### src/rtl/calc_pkg.sv
// Shared constants for the calculator front end: switch count, key code width
// and the default debounce timing used by the RTL and controller-side benches.
package calc_pkg;

    localparam int N_SW           = 14;
    localparam int KEY_CODE_W     = 4;
    localparam int TICK_DIV_DEF   = 50000;
    localparam int STABLE_CNT_DEF = 8;

    // Counter width able to hold 0..stable.
    function automatic int cnt_width(input int stable);
        return (stable < 1) ? 1 : $clog2(stable + 1);
    endfunction

endpackage

### src/rtl/psw_debounce_cell.sv
// One push switch: two-flop synchroniser, tick-driven mismatch counter,
// debounced level and registered press pulse.
module psw_debounce_cell
    import calc_pkg::*;
#(
    parameter int STABLE_CNT = STABLE_CNT_DEF
) (
    input  logic i_clk,
    input  logic i_rst,
    input  logic i_psw,
    input  logic i_tick,
    output logic o_lvl,
    output logic o_push,
    output logic o_push_next
);

    localparam int              CW     = cnt_width(STABLE_CNT);
    localparam logic [CW-1:0]   C_LAST = CW'(STABLE_CNT - 1);

    logic          r_s1;
    logic          r_s2;
    logic [CW-1:0] r_cnt;
    logic          r_lvl;
    logic          r_push;

    logic w_mismatch;
    logic w_accept;

    assign w_mismatch  = r_s2 ^ r_lvl;
    assign w_accept    = w_mismatch & i_tick & (r_cnt == C_LAST);
    // Only a 0->1 acceptance is a press; releases stay silent.
    assign o_push_next = w_accept & ~r_lvl;

    always_ff @(posedge i_clk or posedge i_rst) begin
        if (i_rst) begin
            r_s1   <= 1'b0;
            r_s2   <= 1'b0;
            r_cnt  <= '0;
            r_lvl  <= 1'b0;
            r_push <= 1'b0;
        end else begin
            r_s1   <= i_psw;
            r_s2   <= r_s1;
            r_push <= o_push_next;
            if (!w_mismatch) begin
                r_cnt <= '0;
            end else if (i_tick) begin
                if (r_cnt == C_LAST) begin
                    r_cnt <= '0;
                    r_lvl <= ~r_lvl;
                end else begin
                    r_cnt <= r_cnt + 1'b1;
                end
            end
        end
    end

    assign o_lvl  = r_lvl;
    assign o_push = r_push;

endmodule

### src/rtl/psw_debounce.sv
// Push-switch conditioning: shared sample-tick prescaler, one debounce cell per
// switch, and a lowest-index key encoder registered alongside the press pulses.
module psw_debounce
    import calc_pkg::*;
#(
    parameter int N_SW       = calc_pkg::N_SW,
    parameter int TICK_DIV   = TICK_DIV_DEF,
    parameter int STABLE_CNT = STABLE_CNT_DEF
) (
    input  logic                  i_clk,
    input  logic                  i_rst,
    input  logic [N_SW-1:0]       i_psw,
    output logic [N_SW-1:0]       o_psw_lvl,
    output logic [N_SW-1:0]       o_psw_push,
    output logic                  o_key_valid,
    output logic [KEY_CODE_W-1:0] o_key_code
);

    localparam int            PW     = $clog2(TICK_DIV);
    localparam logic [PW-1:0] P_LAST = PW'(TICK_DIV - 1);

    logic [PW-1:0]         r_pre;
    logic                  r_key_valid;
    logic [KEY_CODE_W-1:0] r_key_code;

    logic                  w_tick;
    logic [N_SW-1:0]       w_push_next;
    logic                  w_any;
    logic [KEY_CODE_W-1:0] w_code;

    assign w_tick = (r_pre == P_LAST);

    always_ff @(posedge i_clk or posedge i_rst) begin
        if (i_rst) begin
            r_pre <= '0;
        end else if (w_tick) begin
            r_pre <= '0;
        end else begin
            r_pre <= r_pre + 1'b1;
        end
    end

    for (genvar g = 0; g < N_SW; g++) begin : g_cell
        psw_debounce_cell #(
            .STABLE_CNT (STABLE_CNT)
        ) u_cell (
            .i_clk       (i_clk),
            .i_rst       (i_rst),
            .i_psw       (i_psw[g]),
            .i_tick      (w_tick),
            .o_lvl       (o_psw_lvl[g]),
            .o_push      (o_psw_push[g]),
            .o_push_next (w_push_next[g])
        );
    end

    // Scan downward so the lowest pressed index is the last one written.
    always_comb begin
        w_code = '0;
        for (int i = N_SW - 1; i >= 0; i--) begin
            if (w_push_next[i]) begin
                w_code = KEY_CODE_W'(i);
            end
        end
    end

    assign w_any = |w_push_next;

    always_ff @(posedge i_clk or posedge i_rst) begin
        if (i_rst) begin
            r_key_valid <= 1'b0;
            r_key_code  <= '0;
        end else begin
            r_key_valid <= w_any;
            if (w_any) begin
                r_key_code <= w_code;
            end
        end
    end

    assign o_key_valid = r_key_valid;
    assign o_key_code  = r_key_code;

endmodule

### config.mk
export PLATFORM = sky130hd
export DESIGN_NAME = psw_debounce
export DESIGN_NICKNAME = d
export VERILOG_FILES = /design/src/rtl/calc_pkg.sv /design/src/rtl/psw_debounce_cell.sv /design/src/rtl/psw_debounce.sv
export SDC_FILE = /design/constraint.sdc
export NUM_CORES = 1
export LEC_CHECK = 0
export ABC_CLOCK_PERIOD_IN_PS = 9850
export CAP_MARGIN = 20
export CELL_PAD_IN_SITES_DETAIL_PLACEMENT = 0
export CELL_PAD_IN_SITES_GLOBAL_PLACEMENT = 1
export CORE_MARGIN = 3
export CORE_UTILIZATION = 39
export DETAILED_ROUTE_END_ITERATION = 6
export HOLD_SLACK_MARGIN = 0.02
export PLACE_DENSITY = 0.7
export SYNTH_ARGS = -nofsm -noshare
export SYNTH_HDL_FRONTEND = slang
export SYNTH_SLANG_ARGS = --single-unit
### constraint.sdc
create_clock -name i_clk -period 9.85 [get_ports i_clk]
set_input_delay 1.97 -clock i_clk [delete_from_list [all_inputs] [get_ports i_clk]]
set_output_delay 1.97 -clock i_clk [all_outputs]
set_load 0.01 [all_outputs]
==> results of run 1 <==
worst max-delay path, stage by stage:
cell	delay, ns
clkdlybuf4s50_1	0.44
inv_4	0.61
buf_4	0.79
stage by stage:
step	utilization [%]	setup slack (ns)
2_1_floorplan	-	4.33
3_3_place_gp	43.3	5.88
3_5_place_dp	43.3	5.84
4_1_cts	47.3	6.29
5_1_grt	47.3	6.09
6_report	47.3	6.43
placed cells by master, fill, tap and decap left out, types with 3 or more instances in the layout:
cell type and n:
dfrtp_1 133, nand2_1 72, nor2_1 60, clkdlybuf4s50_1 48
a21oi_1 44, xor2_1 23, nand3b_1 19, xnor2_1 18
nor3_1 18, clkbuf_16 17, ha_1 15, o21ai_0 13
nand4_1 12, mux2_2 12, nand3_1 12, and3b_1 9
and3_1 8, nor3b_1 6, or4_1 4, clkinv_4 4
buf_4 4, and2_1 3, inv_6 3, clkinv_2 3
final cells by class:
cell class                      instances  area (um^2)  area share, %
Clock buffer                           18          439           6.36
Clock inverter                         14          151           2.19
Inverter                                3         13.8          0.199
Multi-Input combinational cell        368         2230           32.3
Sequential cell                       133         3330           48.2
Tap cell                              184          230           3.34
Timing Repair Buffer                   52          510           7.40
how the worst max path moves through the flow:
stage	slack, ns	depth (start not counted)	to
final	6.43	3	r_pre[7]
after global routing	6.09	3	g_cell[4].u_cell.r_cnt[3]
after CTS	6.29	3	g_cell[3].u_cell.o_lvl
after detailed placement	5.84	3	g_cell[4].u_cell.r_cnt[3]
after global placement	5.88	3	g_cell[2].u_cell.r_s1
after floorplan	4.33	1	g_cell[0].u_cell.o_lvl
layer usage:
layer / vias up / global-route usage, % / routed length, um
li1: 1901 / - / -
met2: 59 / 23.0 / 5310
met1: 1907 / 19.2 / 5100
met4: 0 / 4.82 / 163
met5: - / 0 / 0
met3: 14 / 4.73 / 438
flip-flops by register name, summed over array words and instances (netlist names):
| register | cells |
|---|---|
| g_cell.u_cell.r_cnt | 56 |
| g_cell.u_cell.o_lvl | 14 |
| o_key_valid | 1 |
| o_key_code | 4 |
| g_cell.u_cell.r_s2 | 14 |
| g_cell.u_cell.o_push | 14 |
| g_cell.u_cell.r_s1 | 14 |
| r_pre | 16 |
power by group:
part           switching [mW]  internal (mW)
Combinational          0.0144        0.00767
Sequential            0.00345          0.552
Clock                   0.242          0.381
synth_stat cells, drive strengths merged (8+ instances only):
library cell	n	area, um^2
xnor2	18	158
ha	15	188
nand3b	19	143
nor3	18	90.1
and3b	9	78.8
mux2	12	135
dfrtp	133	3330
buf	42	284
xor2	23	201
nand2	72	270
nand4	12	75.1
a21oi	44	220
nand3	12	60.1
nor2	60	225
o21ai	13	65.1
and3	8	50.1
logic make-up after synthesis:
| logic type | synth area share (%) |
|---|---|
| adder cells (fa/ha/maj) | 3.21 |
| AND/OR/NAND/NOR | 20.4 |
| flip-flops | 56.9 |
| buffers and inverters | 5.11 |
| AO/OA/AOI/OAI | 6.03 |
| XOR/XNOR | 6.14 |
| multiplexers | 2.31 |
==> load_flow_metrics.sql, run 1 <==
INSERT INTO impl_metrics (metric_group, metric, value, unit) VALUES
('synth', 'ys_dominant_reg_cell', 'dfrtp_1', ''),
('critical_path', 'timing.critical_path.to_type', 'async pin', ''),
('global_routing', 'grt_antenna_before_repair', '0', ''),
('synth', 'syn_nets', '578', ''),
('cells_and_area', 'syn2layout_area_growth', '17.9', '%'),
('sta', 'tightest_pin_transition', '0.838', 'ns'),
('global_routing', 'first_pass_grt_wire_length', '19000', 'um'),
('drt', 'drt-initial-drc-count', '214', ''),
('global_routing', 'maximum_number_of_pins_on_one_net_before_global_route_repair', '69', ''),
('critical_path', 'worst_r2r_path_depth', '7', ''),
('die', 'dieArea', '16500', 'um^2'),
('synth', 'synth_area', '5850', 'um^2'),
('synth', 'postSynth.asyncResetShare', '100', '%'),
('die', 'fp.dieH', '129', 'um'),
('sta', 'period_share', '34.8', '%'),
('cells_and_area', 'antenna_cells_inserted', '0', ''),
('sta', 'fmax', '292', 'MHz'),
('sta', 'finalHoldViolCount', '0', ''),
('worst_hold_path', 'hold_path.startpoint', 'g_cell[0].u_cell.r_s1', ''),
('drt', 'route.detailed.vias_per_inst', '5.03', ''),
('placement', 'gp_routability_congestion', '0.807', ''),
('die', 'core', '14600', 'um^2'),
('critical_path', 'timing.critical_path.arrival', '3.86', 'ns'),
('pwr', 'vdd_ir_drop_max', '0.000117', 'V'),
('synth', 'synth-edff-count', '0', ''),
('cts', 'skew_pair_late_insertion_delay', '0.42', 'ns'),
('global_routing', 'globalRoute.totalOverflow', '0', ''),
('drt', 'wire_length_reported_by_the_detailed_router', '11000', 'um'),
('die', 'num_io_pins', '49', ''),
('critical_path', 'crit_start', 'i_rst', ''),
('placement', 'dp_cells', '740', ''),
('worst_hold_path', 'timing.hold.worst.class', 'reg2reg', ''),
('cts', 'clock_tree.htree_level_count', '4', ''),
('sta', 'finalWorstPathRequiredPeriod', '3.42', 'ns'),
('synth', 'yosysWarnings', '0', ''),
('synth', 'synth_cell_type_count', '39', ''),
('die', 'core.rowCount', '44', ''),
('worst_hold_path', 'whs_path_depth', '0', ''),
('sta', 'rsz0062_at_grt', 'no', ''),
('sta', 'finalSetupViolCount', '0', ''),
('critical_path', 'start_kind', 'input pin', ''),
('cells_and_area', 'fin_area', '6900', 'um^2'),
('cts', 'holdBufCountCts', '0', ''),
('pwr', 'leakagePower', '3.09', 'nW'),
('synth', 'syn-mean-instance-area', '10.7', 'um^2'),
('flow_run', 'maxCapViolations', '0', ''),
('cts', 'post-cts-setup-buffers', '0', ''),
('critical_path', 'regToRegEndpoint', 'g_cell[3].u_cell.r_cnt[3]', ''),
('critical_path', 'r2r_slack', '7.19', 'ns'),
('placement', 'detailedPlacementHpwl', '7320', 'um'),
('run_status', 'status', 'completed', ''),
('cts', 'post_cts.resized_instances', '0', ''),
('cts', 'numCtsBuffers', '17', ''),
('sta', 'fin_worst_skew', '0.0107', 'ns'),
('die', 'effective_utilization_at_floorplan', '40.1', '%'),
('sta', 'setup_total_negative_slack', '0', 'ns'),
('synth', 'synth_cells', '547', ''),
('cts', 'clockRootBuffer', 'clkbuf_16', ''),
('drt', 'route.vias.total', '3881', ''),
('sta', 'finalMaxSlewViolations', '0', ''),
('sta', 'slew-limit-headroom', '44.1', '%'),
('global_routing', 'number_of_global_route_vias_before_repair', '3847', ''),
('synth', 'synth.yosys.seq_area_share', '56.9', '%'),
('cts', 'clk_transition_reported_paths', '0.06', 'ns'),
('pwr', 'power.total', '1.20', 'mW'),
('cts', 'ctsLongestPathBuffers', '2', ''),
('pwr', 'power.density_cell_area', '174', 'nW/um^2'),
('critical_path', 'rr_startpoint', 'r_pre[0]', ''),
('placement', 'placed_inst_area', '6310', 'um^2'),
('cells_and_area', 'final_net_count', '606', ''),
('drt', 'detailedRoute.firstPassIterationCount', '6', '');
Note: power is estimated with default switching activity, not from simulation.
==> inputs of run 2 (changes only) <==
Settings changed: ABC_CLOCK_PERIOD_IN_PS 9850 to 2900, PLACE_DENSITY 0.7 to 0.73.
Clock period 9.85 ns to 2.9 ns, I/O delays scaled along.
==> run 2 against run 1 <==
Compared with the run above:
- cell area grew 0.74%
- sequential power rose to 3.4 times the previous value
- hold slack got worse by 0.0013 ns
- first-iteration DRC count increased by 44%
- utilization is 0.35 points higher
- die area is the same
- via count increased by 1.8%
- global-route usage is 0.075 points higher
- clock-buffer cell count rose by 6
- total power rose to 3.5 times the previous value
- combinational power grew to 3.5 times the previous value
==> load_flow_metrics.sql, run 2 (synthesis gave the netlist of run 1 again) <==
INSERT INTO impl_metrics (metric_group, metric, value, unit) VALUES
('cells_and_area', 'largest-register', 'g_cell.u_cell.r_cnt', ''),
('pwr', 'leakagePower', '3.11', 'nW'),
('drt', 'wire_length_reported_by_the_detailed_router', '11200', 'um'),
('global_routing', 'globalRoute.totalOverflow', '0', ''),
('sta', 'finalWorstPathRequiredPeriod', '2.31', 'ns'),
('cts', 'clock_tree.htree_level_count', '4', ''),
('cts', 'holdBufCountCts', '0', ''),
('sta', 'rsz0062_at_grt', 'no', ''),
('drt', 'detailedRoute.firstPassIterationCount', '4', ''),
('pwr', 'p_sw', '0.821', 'mW'),
('cts', 'post_cts.resized_instances', '0', ''),
('pwr', 'power.sequential.fraction', '45.3', '%'),
('global_routing', 'overall_global_routing_usage', '14.7', '%'),
('global_routing', 'maximum_number_of_pins_on_one_net_before_global_route_repair', '134', ''),
('cells_and_area', 'layout.cells.most_common_list', 'dfrtp_1 (133), nand2_1 (72), nor2_1 (60)', ''),
('cts', 'ctsLongestPathBuffers', '2', ''),
('cts', 'numCtsBuffers', '17', ''),
('cells_and_area', 'share_of_cells_above_drive_strength_1', '9.15', '%'),
('critical_path', 'timing.critical_path.arrival', '2.66', 'ns'),
('cts', 'clk_transition_reported_paths', '0.06', 'ns'),
('pwr', 'clock_network_fraction_of_total_power', '52.8', '%'),
('cts', 'numClockSinks', '133', ''),
('critical_path', 'path_max_fanout', '36', ''),
('pwr', 'vdd_ir_drop_max', '0.000438', 'V'),
('die', 'num_io_pins', '49', ''),
('drt', 'drc', '0', ''),
('pwr', 'comb_power_share', '1.9', '%'),
('die', 'core', '14600', 'um^2'),
('flow_run', 'maxCapViolations', '0', ''),
('sta', 'fmax', '433', 'MHz'),
('sta', 'finalMaxSlewViolations', '0', ''),
('sta', 'finalSetupViolCount', '0', ''),
('critical_path', 'timing.critical_path.to_type', 'flop', ''),
('cts', 'post-cts-setup-buffers', '0', ''),
('cells_and_area', 'layout.cells.most_common', 'dfrtp_1', ''),
('drt', 'route.detailed.wl_per_inst', '14.5', 'um'),
('cells_and_area', 'filler_cell_count', '1300', ''),
('cells_and_area', 'syn2layout_area_growth', '18.8', '%'),
('cells_and_area', 'final_net_count', '608', ''),
('critical_path', 'r2r_slack', '0.59', 'ns'),
('critical_path', 'critical_path_class', 'reg2reg', ''),
('global_routing', 'first_pass_grt_wire_length', '19200', 'um'),
('die', 'fp.dieH', '129', 'um'),
('sta', 'setup_total_negative_slack', '0', 'ns'),
('cells_and_area', 'antenna_cells_inserted', '0', ''),
('cells_and_area', 'largest_register_ffs', '56', ''),
('global_routing', 'grt_antenna_before_repair', '0', ''),
('worst_hold_path', 'whs_path_depth', '0', ''),
('critical_path', 'cp_data_required_time', '3.25', 'ns'),
('die', 'chipWidth', '129', 'um'),
('sta', 'tightest_pin_transition', '0.752', 'ns'),
('global_routing', 'number_of_global_route_vias_before_repair', '4007', ''),
('drt', 'route.detailed.vias_per_inst', '5.10', ''),
('die', 'effective_utilization_at_floorplan', '40.1', '%'),
('critical_path', 'start_kind', 'flop', ''),
('placement', 'port_buffers', '48', ''),
('drt', 'route.vias.total', '3950', ''),
('critical_path', 'worst_r2r_path_depth', '8', ''),
('sta', 'final.hold.worst_slack', '0.346', 'ns'),
('die', 'core.rowCount', '44', ''),
('pwr', 'power.density_cell_area', '599', 'nW/um^2'),
('placement', 'gp_routability_congestion', '0.780', ''),
('drt', 'ant_nets', '0', ''),
('cts', 'skew_pair_late_insertion_delay', '0.41', 'ns'),
('cts', 'clockRootBuffer', 'clkbuf_16', ''),
('cells_and_area', 'largest_registers', 'g_cell.u_cell.r_cnt: 56 flops, r_pre: 16 flops', ''),
('drt', 'drt-initial-drc-count', '309', ''),
('pwr', 'switching_share', '19.7', '%'),
('sta', 'period_share', '79.7', '%'),
('pwr', 'p_int', '3.35', 'mW'),
('placement', 'detailedPlacementHpwl', '7430', 'um'),
('sta', 'fin_worst_skew', '0.00735', 'ns'),
('worst_hold_path', 'timing.hold.worst.class', 'reg2reg', ''),
('run_status', 'status', 'completed', ''),
('cts', 'tritoncts', 'done', ''),
('die', 'dieArea', '16500', 'um^2'),
('sta', 'slew-limit-headroom', '49.9', '%'),
('sta', 'finalHoldViolCount', '0', '');
run 2: cell count changes in the layout (fill, tap and decap cells not counted), sizes merged:
cell    previous run  this run
buf                4         6
clkbuf            18        24
clkinv             7         4
inv                6         2
bufinv             2         3
run 2: cell type report:
type | count | area, um^2 | share of cell area (%)
sequential | 133 | 3330 | 47.9
multi-input combinational | 368 | 2230 | 32.0
timing repair buffer | 54 | 538 | 7.74
clock buffer | 24 | 492 | 7.07
tap | 184 | 230 | 3.31
clock inverter | 8 | 121 | 1.75
inverter | 3 | 15.0 | 0.216
run 2: per-layer routing:
metal	vias to the layer above	wire [um]	global-route usage, %
met5	-	0	0
met4	0	195	6.36
met1	1965	5060	17.8
met3	15	432	4.82
met2	62	5530	24.1
li1	1908	-	-
run 2: per-stage QoR:
stage	utilization (%)	instances	power (mW)	cell area (um^2)	setup WS [ns]
floorplan	-	547	1.96	5860	0.669
global placement	43.4	742	2.00	6340	0.668
detailed placement	43.4	742	2.00	6340	0.587
CTS	47.7	774	4.22	6950	0.580
global route	47.7	774	4.32	6950	0.400
finish	47.7	774	4.17	6950	0.590
run 2: critical path, stage by stage (launching register included):
cell and delay (ns):
dfrtp_1 0.36, ha_1 0.19, and3_1 0.25, and4_2 0.46, buf_4 0.44, nand4_1 0.19
nor3_1 0.18, a21oi_1 0.08, nor2_1 0.09
run 2: worst paths after layout:
path / from / endpoint
setup / recovery: r_pre[0] / g_cell[7].u_cell.r_cnt[3]
hold / removal: g_cell[9].u_cell.r_s1 / g_cell[9].u_cell.r_s2
setup reg to reg: r_pre[0] / g_cell[7].u_cell.r_cnt[3]
hold reg to reg: g_cell[9].u_cell.r_s1 / g_cell[9].u_cell.r_s2
max in group asynchronous: i_rst / g_cell[0].u_cell.o_lvl
min in group asynchronous: i_rst / g_cell[0].u_cell.r_s1
run 2: power groups by stage:
stage          clock network [mW]  logic, mW  registers (mW)
2_1_floorplan                   0     0.0426            1.92
3_3_place_gp                    0     0.0803            1.92
3_5_place_dp                    0     0.0814            1.92
4_1_cts                      2.25     0.0816            1.89
5_1_grt                      2.35     0.0888            1.89
6_report                     2.20     0.0771            1.89
